`src/rtl/cpu_bus_pkg.sv`:
```
// Shared CPU-bus definitions: DMA state encoding and the fixed register addresses.
package cpu_bus_pkg;

    typedef enum logic [2:0] {
        IDLE,
        HALT,
        ALIGN,
        READ,
        WRITE
    } dma_state_t;

    localparam logic [15:0] ADDR_OAMDMA  = 16'h4014;
    localparam logic [15:0] ADDR_OAMDATA = 16'h2004;

    // Source address never carries into the page byte.
    function automatic logic [15:0] page_addr(input logic [7:0] page, input logic [7:0] idx);
        return {page, idx};
    endfunction

endpackage

```
`src/rtl/oam_dma_if.sv`:
```
// CPU-side bus as seen by the OAM DMA: CPU request lines in, DMA bus-master lines out.
interface oam_dma_if;
    import cpu_bus_pkg::*;

    logic        ce;
    logic [15:0] cpu_addr;
    logic [7:0]  cpu_dout;
    logic        cpu_rw;
    logic [7:0]  bus_din;
    logic        dma_rdy;
    logic        dma_active;
    logic [15:0] dma_addr;
    logic        dma_rw;
    logic [7:0]  dma_dout;

    modport master (
        input  ce, cpu_addr, cpu_dout, cpu_rw, bus_din,
        output dma_rdy, dma_active, dma_addr, dma_rw, dma_dout
    );

    modport slave (
        output ce, cpu_addr, cpu_dout, cpu_rw, bus_din,
        input  dma_rdy, dma_active, dma_addr, dma_rw, dma_dout
    );
endinterface

```
`src/rtl/oam_dma.sv`:
```
// OAM DMA: a CPU write of page P to $4014 halts the CPU and copies $P00-$PFF to OAMDATA.
// Stall is 513 ce cycles (514 if the halt lands on a put cycle); ce=0 freezes everything.
module oam_dma
    import cpu_bus_pkg::*;
#(
    parameter logic [15:0] DMA_REG_ADDR  = ADDR_OAMDMA,
    parameter logic [15:0] OAM_DATA_ADDR = ADDR_OAMDATA
) (
    input  logic      clk,
    input  logic      rst,
    oam_dma_if.master bus
);

    dma_state_t state, state_nxt;
    logic       odd;
    logic [7:0] page, page_nxt;
    logic [7:0] idx, idx_nxt;
    logic [7:0] data, data_nxt;

    always_ff @(posedge clk or posedge rst) begin
        if (rst) begin
            state <= IDLE;
            odd   <= 1'b0;
            page  <= 8'h00;
            idx   <= 8'h00;
            data  <= 8'h00;
        end else if (bus.ce) begin
            state <= state_nxt;
            odd   <= ~odd;
            page  <= page_nxt;
            idx   <= idx_nxt;
            data  <= data_nxt;
        end
    end

    // Outputs depend only on registered state, never on the incoming bus.
    always_comb begin
        state_nxt      = state;
        page_nxt       = page;
        idx_nxt        = idx;
        data_nxt       = data;
        bus.dma_rdy    = 1'b1;
        bus.dma_active = 1'b0;
        bus.dma_addr   = 16'h0000;
        bus.dma_rw     = 1'b1;
        bus.dma_dout   = 8'h00;

        case (state)
            IDLE: begin
                if (!bus.cpu_rw && bus.cpu_addr == DMA_REG_ADDR) begin
                    page_nxt  = bus.cpu_dout;
                    idx_nxt   = 8'h00;
                    state_nxt = HALT;
                end
            end
            HALT: begin
                bus.dma_rdy = 1'b0;
                // The CPU only stops on a read; its pending writes must finish first.
                if (bus.cpu_rw) begin
                    state_nxt = odd ? ALIGN : READ;
                end
            end
            ALIGN: begin
                bus.dma_rdy    = 1'b0;
                bus.dma_active = 1'b1;
                bus.dma_addr   = page_addr(page, idx);
                state_nxt      = READ;
            end
            READ: begin
                bus.dma_rdy    = 1'b0;
                bus.dma_active = 1'b1;
                bus.dma_addr   = page_addr(page, idx);
                data_nxt       = bus.bus_din;
                state_nxt      = WRITE;
            end
            WRITE: begin
                bus.dma_rdy    = 1'b0;
                bus.dma_active = 1'b1;
                bus.dma_addr   = OAM_DATA_ADDR;
                bus.dma_rw     = 1'b0;
                bus.dma_dout   = data;
                if (idx == 8'hFF) begin
                    state_nxt = IDLE;
                end else begin
                    idx_nxt   = idx + 8'd1;
                    state_nxt = READ;
                end
            end
            default: begin
                state_nxt = IDLE;
            end
        endcase
    end

endmodule

```
`src/flat_wrapper.sv`:
```
// flat-port wrapper written by rule: the top's interface ports become plain ports
module oam_dma_flat import cpu_bus_pkg::*;
#(
    parameter logic [15:0] DMA_REG_ADDR  = ADDR_OAMDMA,
    parameter logic [15:0] OAM_DATA_ADDR = ADDR_OAMDATA
)
  (clk, rst, bus_ce, bus_cpu_addr, bus_cpu_dout, bus_cpu_rw, bus_bus_din, bus_dma_rdy, bus_dma_active, bus_dma_addr, bus_dma_rw, bus_dma_dout);
  oam_dma_if bus_i ();
  input  logic clk;
  input  logic rst;
  input wire logic [$bits(bus_i.ce)-1:0] bus_ce;
  input wire logic [$bits(bus_i.cpu_addr)-1:0] bus_cpu_addr;
  input wire logic [$bits(bus_i.cpu_dout)-1:0] bus_cpu_dout;
  input wire logic [$bits(bus_i.cpu_rw)-1:0] bus_cpu_rw;
  input wire logic [$bits(bus_i.bus_din)-1:0] bus_bus_din;
  output wire logic [$bits(bus_i.dma_rdy)-1:0] bus_dma_rdy;
  output wire logic [$bits(bus_i.dma_active)-1:0] bus_dma_active;
  output wire logic [$bits(bus_i.dma_addr)-1:0] bus_dma_addr;
  output wire logic [$bits(bus_i.dma_rw)-1:0] bus_dma_rw;
  output wire logic [$bits(bus_i.dma_dout)-1:0] bus_dma_dout;
  assign bus_i.ce = bus_ce;
  assign bus_i.cpu_addr = bus_cpu_addr;
  assign bus_i.cpu_dout = bus_cpu_dout;
  assign bus_i.cpu_rw = bus_cpu_rw;
  assign bus_i.bus_din = bus_bus_din;
  assign bus_dma_rdy = bus_i.dma_rdy;
  assign bus_dma_active = bus_i.dma_active;
  assign bus_dma_addr = bus_i.dma_addr;
  assign bus_dma_rw = bus_i.dma_rw;
  assign bus_dma_dout = bus_i.dma_dout;
  oam_dma #(.DMA_REG_ADDR(DMA_REG_ADDR), .OAM_DATA_ADDR(OAM_DATA_ADDR)) u_core (.clk(clk), .rst(rst), .bus(bus_i));
endmodule
```
`config.mk`:
```
export PLATFORM = sky130hd
export DESIGN_NAME = oam_dma_flat
export DESIGN_NICKNAME = d
export VERILOG_FILES = /design/src/rtl/cpu_bus_pkg.sv /design/src/rtl/oam_dma_if.sv /design/src/rtl/oam_dma.sv /design/src/flat_wrapper.sv
export SDC_FILE = /design/constraint.sdc
export NUM_CORES = 1
export LEC_CHECK = 0
export ABC_AREA = 1
export BUFFER_PORTS_ARGS = -buffer_cell sky130_fd_sc_hd__buf_2
export CAP_MARGIN = 20
export CORE_UTILIZATION = 33
export DETAILED_ROUTE_END_ITERATION = 10
export SLEW_MARGIN = 20
export SYNTH_ARGS = -nofsm -noshare
export SYNTH_HDL_FRONTEND = slang
export SYNTH_SLANG_ARGS = --single-unit
```
`constraint.sdc`:
```
create_clock -name clk -period 3.3 [get_ports clk]
set_input_delay 0.66 -clock clk [delete_from_list [all_inputs] [get_ports clk]]
set_output_delay 0.66 -clock clk [all_outputs]
set_load 0.02 [all_outputs]
```
==> results of run 1 <==
Yosys cell counts:
library cell,instances,area (um^2)
inv_1,37,138.9
o21ai_0,10,50.05
nor3b_1,1,7.510
a21oi_1,10,50.05
nor2_4,1,11.26
buf_2,2,10.01
nor3_1,1,5.000
dfrtp_1,28,700.7
buf_6,2,22.52
nor2_1,50,187.7
xor2_1,1,8.760
nand2_1,58,217.7
xnor2_1,1,8.760
nand3_2,2,20.02
nand2_2,3,18.77
ha_1,1,12.51
buf_4,1,7.510
clkbuf_1,1,3.750
nand3b_1,1,7.510
nand3_1,18,90.09
nand2_4,2,22.52
clkinv_1,1,3.750
through the flow:
stage               area (um^2)  setup WS, ns  util [%]  power, mW
global placement           1947         1.282     41.49      1.021
CTS                        2033        0.9277     43.33      1.301
global route               2033        0.7583     43.33      1.384
floorplan                  1605         1.383         -     0.8650
detailed placement         1962         1.247     41.81      1.029
finish                     2033        0.9475     43.33      1.290
cell families after synthesis:
logic type	synth area share, %
AND/OR/NAND/NOR	36.63
buffers and inverters	11.61
flip-flops	43.65
AO/OA/AOI/OAI	6.236
XOR/XNOR	1.091
adder cells (fa/ha/maj)	0.7793
report_power, final:
part | total (mW) | switching (mW) | internal [mW]
clock | 0.272 | 0.109 | 0.162
sequential | 0.451 | 0.0368 | 0.414
combinational | 0.567 | 0.394 | 0.173
total | 1.29 | 0.540 | 0.750
cell type report:
class                      count  area [um^2]  share of cell area (%)
sequential                    28        700.7                   34.46
multi-input combinational    160        718.2                   35.32
clock buffer                   3        41.29                   2.031
clock inverter                 1        30.03                   1.477
inverter                      38        142.6                   7.015
tap                           54        67.56                   3.323
timing repair buffer          64        332.8                   16.37
cell usage in the layout (no fill, tap or decap):
| master | netlist | final |
|---|---|---|
| bufinv_16 | 0 | 1 |
| o21ai_0 | 10 | 10 |
| nand3b_1 | 1 | 1 |
| inv_1 | 37 | 37 |
| nand3_1 | 18 | 18 |
| clkbuf_8 | 0 | 3 |
| clkinv_1 | 1 | 1 |
| nand2_4 | 2 | 2 |
| ha_1 | 1 | 1 |
| nor2_1 | 50 | 50 |
| nor2_4 | 1 | 1 |
| nor3b_1 | 1 | 1 |
| buf_2 | 2 | 62 |
| xnor2_1 | 1 | 1 |
| buf_4 | 1 | 1 |
| dfrtp_1 | 28 | 28 |
| nand3_2 | 2 | 2 |
| nand2_1 | 58 | 58 |
| a21oi_1 | 10 | 10 |
| buf_8 | 0 | 1 |
| xor2_1 | 1 | 1 |
| nand2_2 | 3 | 3 |
| nor3_1 | 1 | 1 |
flip-flops by register name, summed over array words and instances (netlist names):
name	count
u_core.data	8
u_core.idx	8
u_core.odd	1
u_core.page	8
u_core.state	3
how the worst max path moves through the flow:
| stage | from | end | depth (start not counted) |
|---|---|---|---|
| floorplan | u_core.state[0] | bus_dma_dout[0] | 5 |
| global placement | u_core.state[0] | bus_dma_rdy | 6 |
| detailed placement | u_core.state[0] | bus_dma_rdy | 6 |
| CTS | u_core.state[0] | bus_dma_rdy | 6 |
| global route | u_core.state[1] | bus_dma_addr[13] | 5 |
| finish | u_core.state[0] | bus_dma_rdy | 6 |
metal layers:
layer / wire length [um] / up-vias / GRT usage [%]
met3: 163 / 4 / 3.516
met2: 1739 / 42 / 26.10
met5: 0 / - / 0
met1: 1631 / 691 / 18.79
li1: - / 821 / -
met4: 23 / 0 / 2.614
==> impl_metrics.ini, run 1 <==
[run_status]
status = finished, final reports clean

[placed_design]
gp_congestion = 0.8350
placement.io_buffers = 62
place_inst = 344
place_hpwl_um = 2750

[run]
max_cap_viol_count = 0

[clock_network]
hold_buffers = 0
cts_tree = yes
htreeDepth = 1
cts_inserted_buffers = 3
post-cts-setup-buffer-count = 0
cts-resized-gates = 0
cts_sinks = 28
clockBufferDepth = 2
worst_skew_pair.late_latency_ns = 0.28
cts_root_buffer = clkbuf_8
clkTransAtPathRegs_ns = 0.10

[setup_path]
rr_worst_depth = 9
worstPathCellList = inv_1, nand3_1, buf_4, nand2_1, nor2_1, buf_2
path_max_fanout = 12
path_class = reg -> out
critical_path_required_ns = 2.64
rr_startpoint = u_core.state[0]
worstPathArrival_ns = 1.69
timing.rr.end = u_core.idx[0]
cp_top_family = buffers and inverters
slowest_stage = dfrtp_1
cp_num_buf_inv = 3
start_kind = register
slowest_delay_ns = 0.43
end_kind = output pin
r2r_slack_ns = 1.54

[floorplan]
core_um2 = 4692
fp-row-count = 25
die_h_um = 71.75
ioPinCount = 63
start_util_pct = 34.21
dieWidth_um = 71.75
die_area_um2 = 5147

[timing]
finalCritPeriodShare_pct = 71.29
drv_slew = 0
final-hold-violation-count = 0
fmax_mhz = 425.1
setup_tns_ns = 0
layout_min_cycle_time_ns = 2.353
max_slew_margin_pct = 59.47
clock_skew_ns = 0.007445
tightest_slew_ns = 0.6073
setup_violations = 0
rsz0062_at_grt = no
holdWs_ns = 0.4352

[route]
firstDrtPassIters = 4
num_vias = 1558
drc = 0
drt.antenna.violating_nets = 0
vias_per_cell = 4.477
drt_iter0_drc = 105
routedWlPerCell_um = 10.22
wirelength_um = 3557

[final_layout]
area_growth_pct = 26.66
fillCellCount = 478
stdcell_count = 348
drive_gt1_share_pct = 25.85
fin_nets = 332
antennaDiodeCount = 0

[power_and_ir_drop]
ir_drop_v = 0.0003816
p_leak_nw = 1.192
power_density_nw_per_um2 = 634.3

[synthesis]
ys_seq_elements = 28
syn_avg_cell_area_um2 = 6.919
yosysWarningCount = 0
ys_seq_area_share_pct = 43.65
netlist_area_um2 = 1605
yosysUniqueCellTypes = 22
synth_nets = 269
syn-instance-count = 232

[global_route]
grt_max_degree = 18
grt_usage_pct = 14.85
grt_pass1_vias = 1436
grt_pass1_wl_um = 6127
antenna_found_initial = 0
grt_overflow = 0

[hold_path]
hold_path.class = in -> async
Note: power is estimated with default switching activity, not from simulation.
==> run 2, diff against run 1 <==
==> constraint.sdc (replaced) <==
create_clock -name clk -period 2.2 [get_ports clk]
set_input_delay 0.44 -clock clk [delete_from_list [all_inputs] [get_ports clk]]
set_output_delay 0.44 -clock clk [all_outputs]
set_load 0.02 [all_outputs]
==> run 2 against run 1 <==
Effect of this change: register-to-register slack got worse by 1.1 ns; highest routed layer unchanged; clock power rose by 50%; total power rose by 52%; non-clock buffer count rose by 2; sequential cell count did not move; sequential share of layout area fell by 0.23 points; clock-buffer cell count did not move; die area did not move; core utilization rose by 0.29 points; first-iteration DRC count fell by 28%; combinational power rose by 55%.
==> impl_metrics.ini, run 2 (synthesis gave the netlist of run 1 again) <==
[final_layout]
area_growth_pct = 27.51
fin_nets = 334
top_regs = u_core.data (8), u_core.idx (8), u_core.page (8)
fillCellCount = 502
drive_gt1_share_pct = 27.03
antennaDiodeCount = 0
final_util_pct = 43.63
stdcell_count = 350
final_common_cell = buf_2
final_cell_mix = buf_2 (62), nand2_1 (58), nor2_1 (49)

[placed_design]
place_inst = 344
place_hpwl_um = 2642
gp_congestion = 0.8088
placement.io_buffers = 62

[timing]
rsz0062_at_grt = no
final-hold-violation-count = 0
setup_violations = 0
finalCritPeriodShare_pct = 92.59
tightest_slew_ns = 0.3488
drv_slew = 0
clock_skew_ns = 0.002709
setup_tns_ns = 0
layout_min_cycle_time_ns = 2.037
max_slew_margin_pct = 76.75
fmax_mhz = 490.9

[floorplan]
die_h_um = 71.75
core_um2 = 4692
ioPinCount = 63
fp-row-count = 25
dieWidth_um = 71.75
start_util_pct = 34.21
die_area_um2 = 5147

[clock_network]
worst_skew_pair.late_latency_ns = 0.28
clockBufferDepth = 2
cts_inserted_buffers = 3
cts_tree = yes
htreeDepth = 1
clkTransAtPathRegs_ns = 0.10
cts_root_buffer = clkbuf_8
cts_sinks = 28

[global_route]
grt_pass1_wl_um = 6244
grt_usage_pct = 15.04
grt_pass1_vias = 1458
grt_overflow = 0
antenna_found_initial = 0
grt_max_degree = 29

[setup_path]
path_max_fanout = 9
worstPathCellList = inv_1, nor2_2, clkinvlp_4, buf_4, o21ai_0, buf_2
start_kind = register
cp_top_family = buffers and inverters
rr_worst_depth = 9
worstPathArrival_ns = 1.60
cp_num_buf_inv = 4
rr_startpoint = u_core.state[0]
end_kind = output pin
slowest_delay_ns = 0.39
setup.worst_path.start = u_core.state[1]
path_class = reg -> out
critical_path_required_ns = 1.76
r2r_slack_ns = 0.49
slowest_stage = dfrtp_1
timing.rr.end = u_core.idx[5]

[power_and_ir_drop]
power_density_nw_per_um2 = 957.6
p_leak_nw = 1.196
ir_drop_v = 0.0005530

[route]
firstDrtPassIters = 4
drt.antenna.violating_nets = 0
num_vias = 1542
routedWlPerCell_um = 9.923
drt_iter0_drc = 76
drc = 0
vias_per_cell = 4.406
wirelength_um = 3473

[hold_path]
hold_path.class = in -> async

[run]
max_cap_viol_count = 0

[run_status]
status = finished, final reports clean
-- run 2: cell count changes in the layout (fill, tap and decap cells not counted), sizes merged --
cell      before  now
buf           64   66
inv           37   36
clkinvlp       0    1
-- run 2: stage by stage --
stage	hold WS, ns	total power [mW]	cell area (um^2)	setup slack, ns
after floorplan	0.4331	1.297	1605	0.5035
after global placement	0.4679	1.529	1954	0.4720
after detailed placement	0.4645	1.541	1954	0.3976
after CTS	0.2107	1.953	2026	0.07018
after global routing	0.2386	2.103	2047	0.04417
final	0.1999	1.960	2047	0.1630
-- run 2: metal layers --
layer  vias up  global-route usage (%)  part of all wire (%)
li1        827                       -                     -
met1       672                   19.09                    47
met2        38                   26.52                    48
met3         5                   3.235                   4.3
met4         0                   2.832                  0.69
met5         -                       0                     0
-- run 2: how the worst max path moves through the flow --
| stage | endpoint | slack, ns | cells past startpoint |
|---|---|---|---|
| 2_1_floorplan | bus_dma_dout[0] | 0.50 | 5 |
| 3_3_place_gp | bus_dma_addr[13] | 0.47 | 4 |
| 3_5_place_dp | bus_dma_addr[13] | 0.40 | 5 |
| 4_1_cts | bus_dma_addr[13] | 0.07 | 5 |
| 5_1_grt | bus_dma_addr[13] | 0.04 | 6 |
| 6_report | bus_dma_addr[13] | 0.16 | 6 |
-- run 2: cell type report --
cell class | count | area, um^2 | share of cell area, %
Clock inverter | 1 | 30.03 | 1.467
Inverter | 38 | 146.4 | 7.152
Clock buffer | 3 | 41.29 | 2.017
Tap cell | 54 | 67.56 | 3.301
Multi-Input combinational cell | 160 | 720.7 | 35.21
Sequential cell | 28 | 700.7 | 34.23
Timing Repair Buffer | 66 | 340.3 | 16.63
-- run 2: report_power, final --
part	internal (mW)	total [mW]	switching, mW	leakage [nW]
Combinational	0.280	0.877	0.596	0.847
Sequential	0.621	0.675	0.0542	0.313
Clock	0.244	0.408	0.164	0.0357
Total	1.15	1.96	0.815	1.20
-- run 2: worst reg2reg max path: cells and delay by family, from the launching register on --
kind                   cells  cell delay (ns)
AND/OR/NAND/NOR            6             0.67
flip-flops                 1             0.44
buffers and inverters      3             0.51
-- run 2: repair_timing --
action | 4_1_cts | 5_1_grt
endpoints found under the hold margin | 0 | 0
buffers inserted | 0 | 2
gates resized for setup | 0 | 2
endpoints found under the setup margin | 0 | 6
hold buffers | 0 | 0
